### src/rtl/object_updater_pkg.sv
// Shared constants for the object updater: storage mode codes, direction
// encodings, grid limits and the controller state encoding.
package object_updater_pkg;

  // Storage object select codes, one per slot
  localparam logic [3:0] MODE_NONE  = 4'b0000;
  localparam logic [3:0] MODE_TANK1 = 4'b0001;
  localparam logic [3:0] MODE_TANK2 = 4'b0011;
  localparam logic [3:0] MODE_PROJ1 = 4'b0101;
  localparam logic [3:0] MODE_PROJ2 = 4'b0111;

  // Direction byte layout: bit 7 marks the object active, bits [1:0] heading
  localparam int         ACTIVE_BIT = 7;
  localparam logic [1:0] DIR_UP     = 2'b00;
  localparam logic [1:0] DIR_RIGHT  = 2'b01;
  localparam logic [1:0] DIR_DOWN   = 2'b10;
  localparam logic [1:0] DIR_LEFT   = 2'b11;

  // Grid coordinate limits (4-bit x and y)
  localparam logic [3:0] GRID_MIN = 4'h0;
  localparam logic [3:0] GRID_MAX = 4'hF;

  // Slots 0,1 are tanks, slots 2,3 are projectiles
  localparam logic [1:0] LAST_SLOT = 2'd3;

  // Controller state encoding
  localparam logic [2:0] ST_IDLE  = 3'd0;
  localparam logic [2:0] ST_READ  = 3'd1;
  localparam logic [2:0] ST_WAIT  = 3'd2;
  localparam logic [2:0] ST_CALC  = 3'd3;
  localparam logic [2:0] ST_WRITE = 3'd4;
  localparam logic [2:0] ST_DONE  = 3'd5;

  // Map a slot index onto its storage mode code
  function automatic logic [3:0] slot_mode(input logic [1:0] slot);
    logic [3:0] code;
    case (slot)
      2'd0:    code = MODE_TANK1;
      2'd1:    code = MODE_TANK2;
      2'd2:    code = MODE_PROJ1;
      default: code = MODE_PROJ2;
    endcase
    return code;
  endfunction

  // Projectiles occupy the upper two slots
  function automatic logic slot_is_proj(input logic [1:0] slot);
    return slot[1];
  endfunction

endpackage

### src/rtl/object_updater_pos_step.sv
// One-step movement of an object on the 16x16 grid. Moving off the grid is
// blocked: the position holds, and a projectile is deactivated instead.
module pos_step
  import object_updater_pkg::*;
(
  input  logic [7:0] pos,
  input  logic [7:0] dir,
  input  logic       is_proj,
  output logic [7:0] new_pos,
  output logic [7:0] new_dir
);

  logic [3:0] x;
  logic [3:0] y;
  logic [3:0] nx;
  logic [3:0] ny;
  logic       at_edge;

  // Step one coordinate by one in the heading, or flag an outward edge move
  always_comb begin
    x       = pos[7:4];
    y       = pos[3:0];
    nx      = x;
    ny      = y;
    at_edge = 1'b0;
    case (dir[1:0])
      DIR_UP: begin
        if (y == GRID_MIN) at_edge = 1'b1;
        else               ny = y - 4'd1;
      end
      DIR_RIGHT: begin
        if (x == GRID_MAX) at_edge = 1'b1;
        else               nx = x + 4'd1;
      end
      DIR_DOWN: begin
        if (y == GRID_MAX) at_edge = 1'b1;
        else               ny = y + 4'd1;
      end
      default: begin
        if (x == GRID_MIN) at_edge = 1'b1;
        else               nx = x - 4'd1;
      end
    endcase
    new_pos = {nx, ny};
    new_dir = dir;
    if (at_edge && is_proj) new_dir[ACTIVE_BIT] = 1'b0;
  end

endmodule

### src/rtl/object_updater.sv
// Sequencer that walks the four storage objects (two tanks, two projectiles),
// reads each one, advances active objects by one grid step and writes back.
module object_updater
  import object_updater_pkg::*;
(
  input  logic       clk,
  input  logic       reset,
  input  logic       start,
  output logic       busy,
  output logic       done,
  output logic [3:0] mode,
  output logic       load_out,
  output logic       wren,
  output logic [7:0] address,
  output logic [7:0] data,
  input  logic [7:0] updated_pos,
  input  logic [7:0] updated_dir
);

  logic [2:0] state_q, state_d;
  logic [1:0] slot_q, slot_d;
  logic [7:0] cap_pos_q, cap_pos_d;
  logic [7:0] cap_dir_q, cap_dir_d;
  logic [7:0] res_pos_q, res_pos_d;
  logic [7:0] res_dir_q, res_dir_d;

  logic [7:0] step_pos;
  logic [7:0] step_dir;

  pos_step u_pos_step (
    .pos     (cap_pos_q),
    .dir     (cap_dir_q),
    .is_proj (slot_is_proj(slot_q)),
    .new_pos (step_pos),
    .new_dir (step_dir)
  );

  // Next-state logic: read, wait for storage, compute, optionally write, advance
  always_comb begin
    state_d   = state_q;
    slot_d    = slot_q;
    cap_pos_d = cap_pos_q;
    cap_dir_d = cap_dir_q;
    res_pos_d = res_pos_q;
    res_dir_d = res_dir_q;
    case (state_q)
      ST_IDLE: begin
        if (start) begin
          state_d = ST_READ;
          slot_d  = 2'd0;
        end
      end
      ST_READ: state_d = ST_WAIT;
      ST_WAIT: begin
        cap_pos_d = updated_pos;
        cap_dir_d = updated_dir;
        state_d   = ST_CALC;
      end
      ST_CALC: begin
        res_pos_d = step_pos;
        res_dir_d = step_dir;
        if (cap_dir_q[ACTIVE_BIT]) begin
          state_d = ST_WRITE;
        end else if (slot_q == LAST_SLOT) begin
          state_d = ST_DONE;
        end else begin
          slot_d  = slot_q + 2'd1;
          state_d = ST_READ;
        end
      end
      ST_WRITE: begin
        if (slot_q == LAST_SLOT) begin
          state_d = ST_DONE;
        end else begin
          slot_d  = slot_q + 2'd1;
          state_d = ST_READ;
        end
      end
      ST_DONE: state_d = ST_IDLE;
      default: state_d = ST_IDLE;
    endcase
  end

  // State registers; reset returns everything to an idle, zeroed controller
  always_ff @(posedge clk or posedge reset) begin
    if (reset) begin
      state_q   <= ST_IDLE;
      slot_q    <= 2'd0;
      cap_pos_q <= 8'h00;
      cap_dir_q <= 8'h00;
      res_pos_q <= 8'h00;
      res_dir_q <= 8'h00;
    end else begin
      state_q   <= state_d;
      slot_q    <= slot_d;
      cap_pos_q <= cap_pos_d;
      cap_dir_q <= cap_dir_d;
      res_pos_q <= res_pos_d;
      res_dir_q <= res_dir_d;
    end
  end

  // Output decode from state so reset clears every strobe immediately
  always_comb begin
    busy     = (state_q != ST_IDLE);
    done     = (state_q == ST_DONE);
    load_out = (state_q == ST_READ);
    wren     = (state_q == ST_WRITE);
    mode     = MODE_NONE;
    address  = 8'h00;
    data     = 8'h00;
    if (load_out || wren) mode = slot_mode(slot_q);
    if (wren) begin
      address = res_pos_q;
      data    = res_dir_q;
    end
  end

endmodule

### config.mk
export PLATFORM = sky130hd
export DESIGN_NAME = object_updater
export DESIGN_NICKNAME = d
export VERILOG_FILES = /design/src/rtl/object_updater_pkg.sv /design/src/rtl/object_updater_pos_step.sv /design/src/rtl/object_updater.sv
export SDC_FILE = /design/constraint.sdc
export NUM_CORES = 1
export LEC_CHECK = 0
export ABC_AREA = 0
export BUFFER_PORTS_ARGS = -buffer_cell sky130_fd_sc_hd__buf_2
export CAP_MARGIN = 20
export CORE_MARGIN = 5
export CORE_UTILIZATION = 35
export DETAILED_ROUTE_END_ITERATION = 7
export PLACE_DENSITY_LB_ADDON = 0.25
export SYNTH_ARGS = -nofsm -noshare
export SYNTH_HDL_FRONTEND = slang
export SYNTH_SLANG_ARGS = --single-unit
### constraint.sdc
create_clock -name clk -period 2.6 [get_ports clk]
set_clock_uncertainty 0.1 [all_clocks]
set_input_delay 0.52 -clock clk [delete_from_list [all_inputs] [get_ports clk]]
set_output_delay 0.52 -clock clk [all_outputs]
set_load 0.03 [all_outputs]
; ---- Word-level counts from Yosys, hierarchy flattened
; Cells that the tools add are included.
[totals]
ff_bits = 37
latch_bits = 0
ram_bits = 0
mem_bits_ro = 0
in_bits = 19
output_inout_bits = 24
elab_cells = 60
n_memories = 0
[classes]
n_addsub = 5
multipliers = 0
div_mod_pow = 0
magnitude_cmp = 0
eq_ne = 14
shift = 0
mux = 24
bitwise_logic = 0
n_reduce_logical = 11
[ops]
columns = op, count
row1 = 2-to-1 mux 4 bit, 4
row2 = 2-to-1 mux 8 bit, 2
row3 = one-hot mux 4 bit (2 select lines), 2
row4 = one-hot mux 3 bit (5 select lines), 1
row5 = 2-to-1 mux 3 bit, 4
row6 = one-hot mux 3 bit (3 select lines), 1
row7 = adder 4 x 1 -> 4 bit (second input constant), 2
row8 = equality test 4 bit (second input constant), 2
row9 = logical NOT 4 bit, 2
row10 = subtractor 4 x 1 -> 4 bit (second input constant), 2
row11 = equality test 2 bit (second input constant), 3
row12 = equality test 3 x 2 -> 1 bit (second input constant), 2
row13 = equality test 3 bit (second input constant), 2
row14 = 2-to-1 mux 2 bit, 3
row15 = one-hot mux 2 bit (3 select lines), 1
row16 = nonzero test 3 bit, 2
row17 = 2-to-1 mux 1 bit, 5
row18 = equality test 2 x 1 -> 1 bit (second input constant), 2
row19 = logical NOT 2 bit, 2
row20 = inequality test 2 bit (second input constant), 2
row21 = equality test 3 x 1 -> 1 bit (second input constant), 1
row22 = logical NOT 3 bit, 1
row23 = one-hot mux 1 bit (3 select lines), 1
row24 = AND reduction 3 bit, 1
row25 = other kinds (4), 4

; ---- Logic depth before layout (Yosys ltp)
[depth]
ltp_word = 5
depth_mapped = 6
ltp_nobuf = 5

; ---- Hierarchy
; From an unflattened synthesis, not the netlist that was laid out.
[unflattened]
hier_cells = 204
area_unflattened_um2 = 2255.9
[by_module_without_submodules]
columns = mod, instances, cells_each, area_per_inst_um2, seq_area_each_um2
row1 = object_updater, 1, 129, 1727.9, 925.9
row2 = pos_step, 1, 75, 528.0, 0.0

; ---- Least setup slack after synthesis
; Ideal clock, no wire load.
[synth_timing]
path_kind = flip-flop to output port
start = register state_q[2]
end = output mode[1]
arrival_ns = 1.995
required_ns = 1.980
path_slack_ns = -0.015
stages_incl_launch_ff = 5
n_path_buf = 1
cell_sequence = dfrtp_1 -> buf_2 -> nor3b_1 -> nor2_1 -> nor2_1
[synth_via]
elab_chain_cells = 3
word_cells_on_any_way = 4
cone_classes = 2 x eq/ne / 1 x mux / 1 x reduce/logical
[synth_rtl]
columns = element, line
row1 = "start, declared", object_updater.sv:20  ; logic [2:0] state_q, state_d;
row2 = "start signal, assigned", object_updater.sv:94  ; state_q <= state_d;
row3 = equality test 3 x 1 -> 1 bit, object_updater.sv:107  ; load_out = (state_q == ST_READ);
row4 = named net load_out, object_updater.sv:12  ; output logic load_out,
row5 = logical OR 1 bit, object_updater.sv:112  ; if (load_out || wren) mode = slot_mode(slot_q);
row6 = 2-to-1 mux 3 bit, object_updater.sv:112
row7 = "end, declared", object_updater.sv:11  ; output logic [3:0] mode,
; The timed path passes the listed nets, and every way through them passes these cells.

; ---- Worst setup path after layout
[layout_timing]
start = register state_q[1]
end = output mode[2]
[layout_via]
elab_chain_cells = 3
word_cells_on_any_way = 4
cone_classes = 2 x eq/ne / 1 x mux / 1 x reduce/logical
[layout_rtl]
columns = element, line
row1 = equality test 3 x 1 -> 1 bit / equality test 3 bit (equally long branches), "object_updater.sv:107, object_updater.sv:108"
row2 = logical OR 1 bit (*), object_updater.sv:112
row3 = 2-to-1 mux 3 bit (*), object_updater.sv:112
; Mark *: on every way between the ends. The rest lies on a longest branch, timed or not.

==> metrics.md <==
| Metric | Value |
|---|---|
| Outcome | completed |
| Psw | roughly 0.0013 W |
| Synthesized cell area | 0.00216 mm2 |
| Most frequent CP cell | nor2_1 |
| Root Buffer | clkbuf_8 |
| Initial DRC Count | 71 |
| Worst-case clock buffer depth | 2 |
| Worst-Margin Slew | 655 ps |
| Port Buffer Count | slightly above 40 |
| Total die area | about 0.0078 mm2 |
| Power, Total | 0.00312 W |
| Max Clock Freq | 419 MHz |
| Total Routing Usage GR | 13.0% |
| Main synth FF type | dfrtp_1 |
| Most common cell after layout, fill and taps aside | buf_2 |
| Chip Height | just under 90 um |
| EDFF count, synth | 0 |
| Antenna-violating nets left | 0 |
| Internal power | 0.00187 W |
| Max_cap viols | 0 |
| Floorplan row count | 28 |
| Setup CP Type | flip-flop to primary output |
| Critical Path Max Stage Delay | 430 ps |
| Post-synth cell types | 51 |
| Sink Count | 37 |
| Number of global-route vias before repair | ~1.7k |
| Post-DR vias/cell | 5.07 |
| H-tree levels | 2 |
| Flip-flop and latch count after synthesis | 37 |
| LEAKAGE | approximately 1.2 nW |
| IR Drop Worst-Case VDD | 0.000566 V |
| PostCTS Resize Cnt | 0 |
| Post-CTS setup buffers | 0 |
| Vias | 1710 |
| Syn Nets | 246 |
| CP max FO | 19 |
| Clock Pin Slew Worst Setup and Hold Paths | 80 ps |
| Total congestion overflow | 0 |
| Final worst path period share | 91.7% |
| CP top delay family | simple AND/OR/NAND/NOR gates |
| Detailed placer's ending HPWL | 3.39 mm |
| Die Wd | approximately 90 um |
| Critical path launch point type | flip-flop |
| Pwr dens | ~1200 mW/mm2 |
| DRC Markers | 0 |
| Synth Warn # | 0 |
| N_diodes | 0 |
| Commonest cells after routing, fill and taps aside | buf_2 (41), dfrtp_1 (37), nand2_1 (31) |
| TritonRoute pass-1 iters | 4 |
| Logic gate share of total power | 47.6% |
| Slew Limit Fails | 0 |
| Largest net degree at the start of global routing | 38 |
| First-pass GRT wire length | 7.87 mm |
| Hold Path Class | primary input to async pin |
| Flop pwr share | 36.3% |
| PnR worst setup slack | 215 ps |
| CP Cell Sequence | or3b_1 > inv_2 > nor2_1 > nor2_1 > buf_2 |
| Layout cells sized above 1 | 33.2% |
| Worst Path Buf+Inv | 2 |
| Pre-CTS WS | 521 ps |
| CP arrival | 1770 ps |
| Post-CTS Hold Buffers | 0 |
| Crit. End Element | primary output |
| Drt wl/cell | 13.8 um |
| CTS tree | done |
| Routability congestion estimate | roughly 0.83 |
| Mapped Cells | around 220 |
| Post-Route WL | around 4.7 mm |
| Post-Syn Area per Cell | 9.87 um2 |
| Core box area | 0.00596 mm2 |
| Count of final setup violators | 0 |
| Hold Vio Cnt, Final | 0 |
| Unrepaired setup endpoints after global routing | no |
| Req. time, crit path | 1980 ps |
| Register area share after synthesis | 42.8% |
| Top Ports | 43 |
| Crit-path slowest cell | or3b_1 |
| Setup TNS | 0 ps |
| Area grow syn2layout | 18.7% |
| Initial antenna violation count | 0 |
| Tmin final | 2390 ps |
| CTS buffer count | 5 |
| Nets@finish | 288 |
| Max transition margin | 56.4% |
| Clock share of power | between 10% and 20% |
| Initial Utilization | 36.3% |
| Worst skew pair latency | 290 ps |
| Asr flop ratio synth | 100% |
| Switching Share | 40.1% |
[metal layers]
metal	track usage (%)	vias up	wire length [um]
li1	-	843	-
met1	17.3	817	2150
met2	20.9	43	2160
met3	3.17	7	295
met4	3.98	0	55
met5	0	-	0
[cells in the mapped netlist (all sizes together), types with 2 or more instances]
cell    instances  area share, %
mux2           17            8.9
or3             3           0.87
and3            4            1.2
nor2b           3           0.87
clkbuf          3           0.52
mux2i           2           0.93
nand2          31            5.4
a21oi           7            1.6
dfrtp          37             43
nor3b           3            1.3
or2             3           0.98
nand2b          4            1.2
o221ai          4            1.6
ha              8            4.6
buf            12            3.2
or3b            2           0.81
o32a            2           0.93
o22a            2           0.81
inv            11            1.9
nor2            9            1.6
o211ai          3            1.0
a31oi           5            1.4
and4b           2           0.93
and2           17            4.9
nor3            2           0.98
o31ai           2           0.69
nand3b          4            1.4
[per-stage QoR]
stage | utilization [%] | hold WS [ps] | instance area (um2) | cells
6_report | 43.1 | 231 | 2570 | 337
5_1_grt | 43.1 | 269 | 2570 | 337
4_1_cts | 43.1 | 243 | 2570 | 337
3_5_place_dp | 41.2 | 354 | 2450 | 329
3_3_place_gp | 41.2 | 349 | 2450 | 329
2_1_floorplan | - | 335 | 2170 | 219
[power groups by stage]
stage          Combinational [W]  Sequential, W  Clock, W
6_report                 0.00149        0.00113  0.000501
5_1_grt                  0.00166        0.00119  0.000546
4_1_cts                  0.00151        0.00114  0.000520
3_5_place_dp             0.00150        0.00115         0
3_3_place_gp             0.00148        0.00114         0
2_1_floorplan            0.00127        0.00102         0
[cell type report]
class | instances | area [um2]
inverter | 11 | 41.3
timing repair buffer | 50 | 273
multi-input combinational | 156 | 1120
fill | 605 | 3390
sequential | 37 | 926
clock buffer | 5 | 68.8
tap | 75 | 93.8
clock inverter | 3 | 46.3
[worst min-delay path: cells and delay by family]
family                 cells  cell delay (ps)
buffers and inverters      3              530
[registers in the layout, summed over array words and instances (netlist names)]
| signal | cells |
|---|---|
| res_dir_q | 8 |
| cap_pos_q | 8 |
| cap_dir_q | 8 |
| res_pos_q | 8 |
| slot_q | 2 |
| state_q | 3 |
[path summary, 6_finish.rpt]
check | start | depth (start not counted) | slack [ps] | to
worst max-delay path | state_q[1]$_DFFE_PP0N_ | 5 | 210 | mode[2]
worst min-delay path | reset | 3 | 230 | cap_dir_q[5]$_DFFE_PP0P_
worst max register to register | cap_pos_q[0]$_DFFE_PP0P_ | 5 | 710 | res_pos_q[0]$_DFFE_PP0N_
worst min register to register | cap_dir_q[4]$_DFFE_PP0P_ | 2 | 360 | res_dir_q[4]$_DFFE_PP0N_
max in group asynchronous | reset | 3 | 1840 | cap_pos_q[5]$_DFFE_PP0P_
min in group clk | updated_pos[1] | 2 | 360 | cap_pos_q[1]$_DFFE_PP0P_
[kinds of logic (layout without fill, tap and decap cells)]
kind of cell / Yosys count / after routing / share of synthesized area [%]
buffers and inverters: 26 / 69 / 5.67
AOI/OAI and AO/OA: 37 / 37 / 13.1
DFF: 37 / 37 / 42.8
other: 1 / 1 / 0.173
and+or+nand+nor: 90 / 90 / 23.4
xor gates and xnor gates: 1 / 1 / 0.405
muxes: 19 / 19 / 9.78
adders and majority gates: 8 / 8 / 4.63
Power figures use the tool's default switching activity.
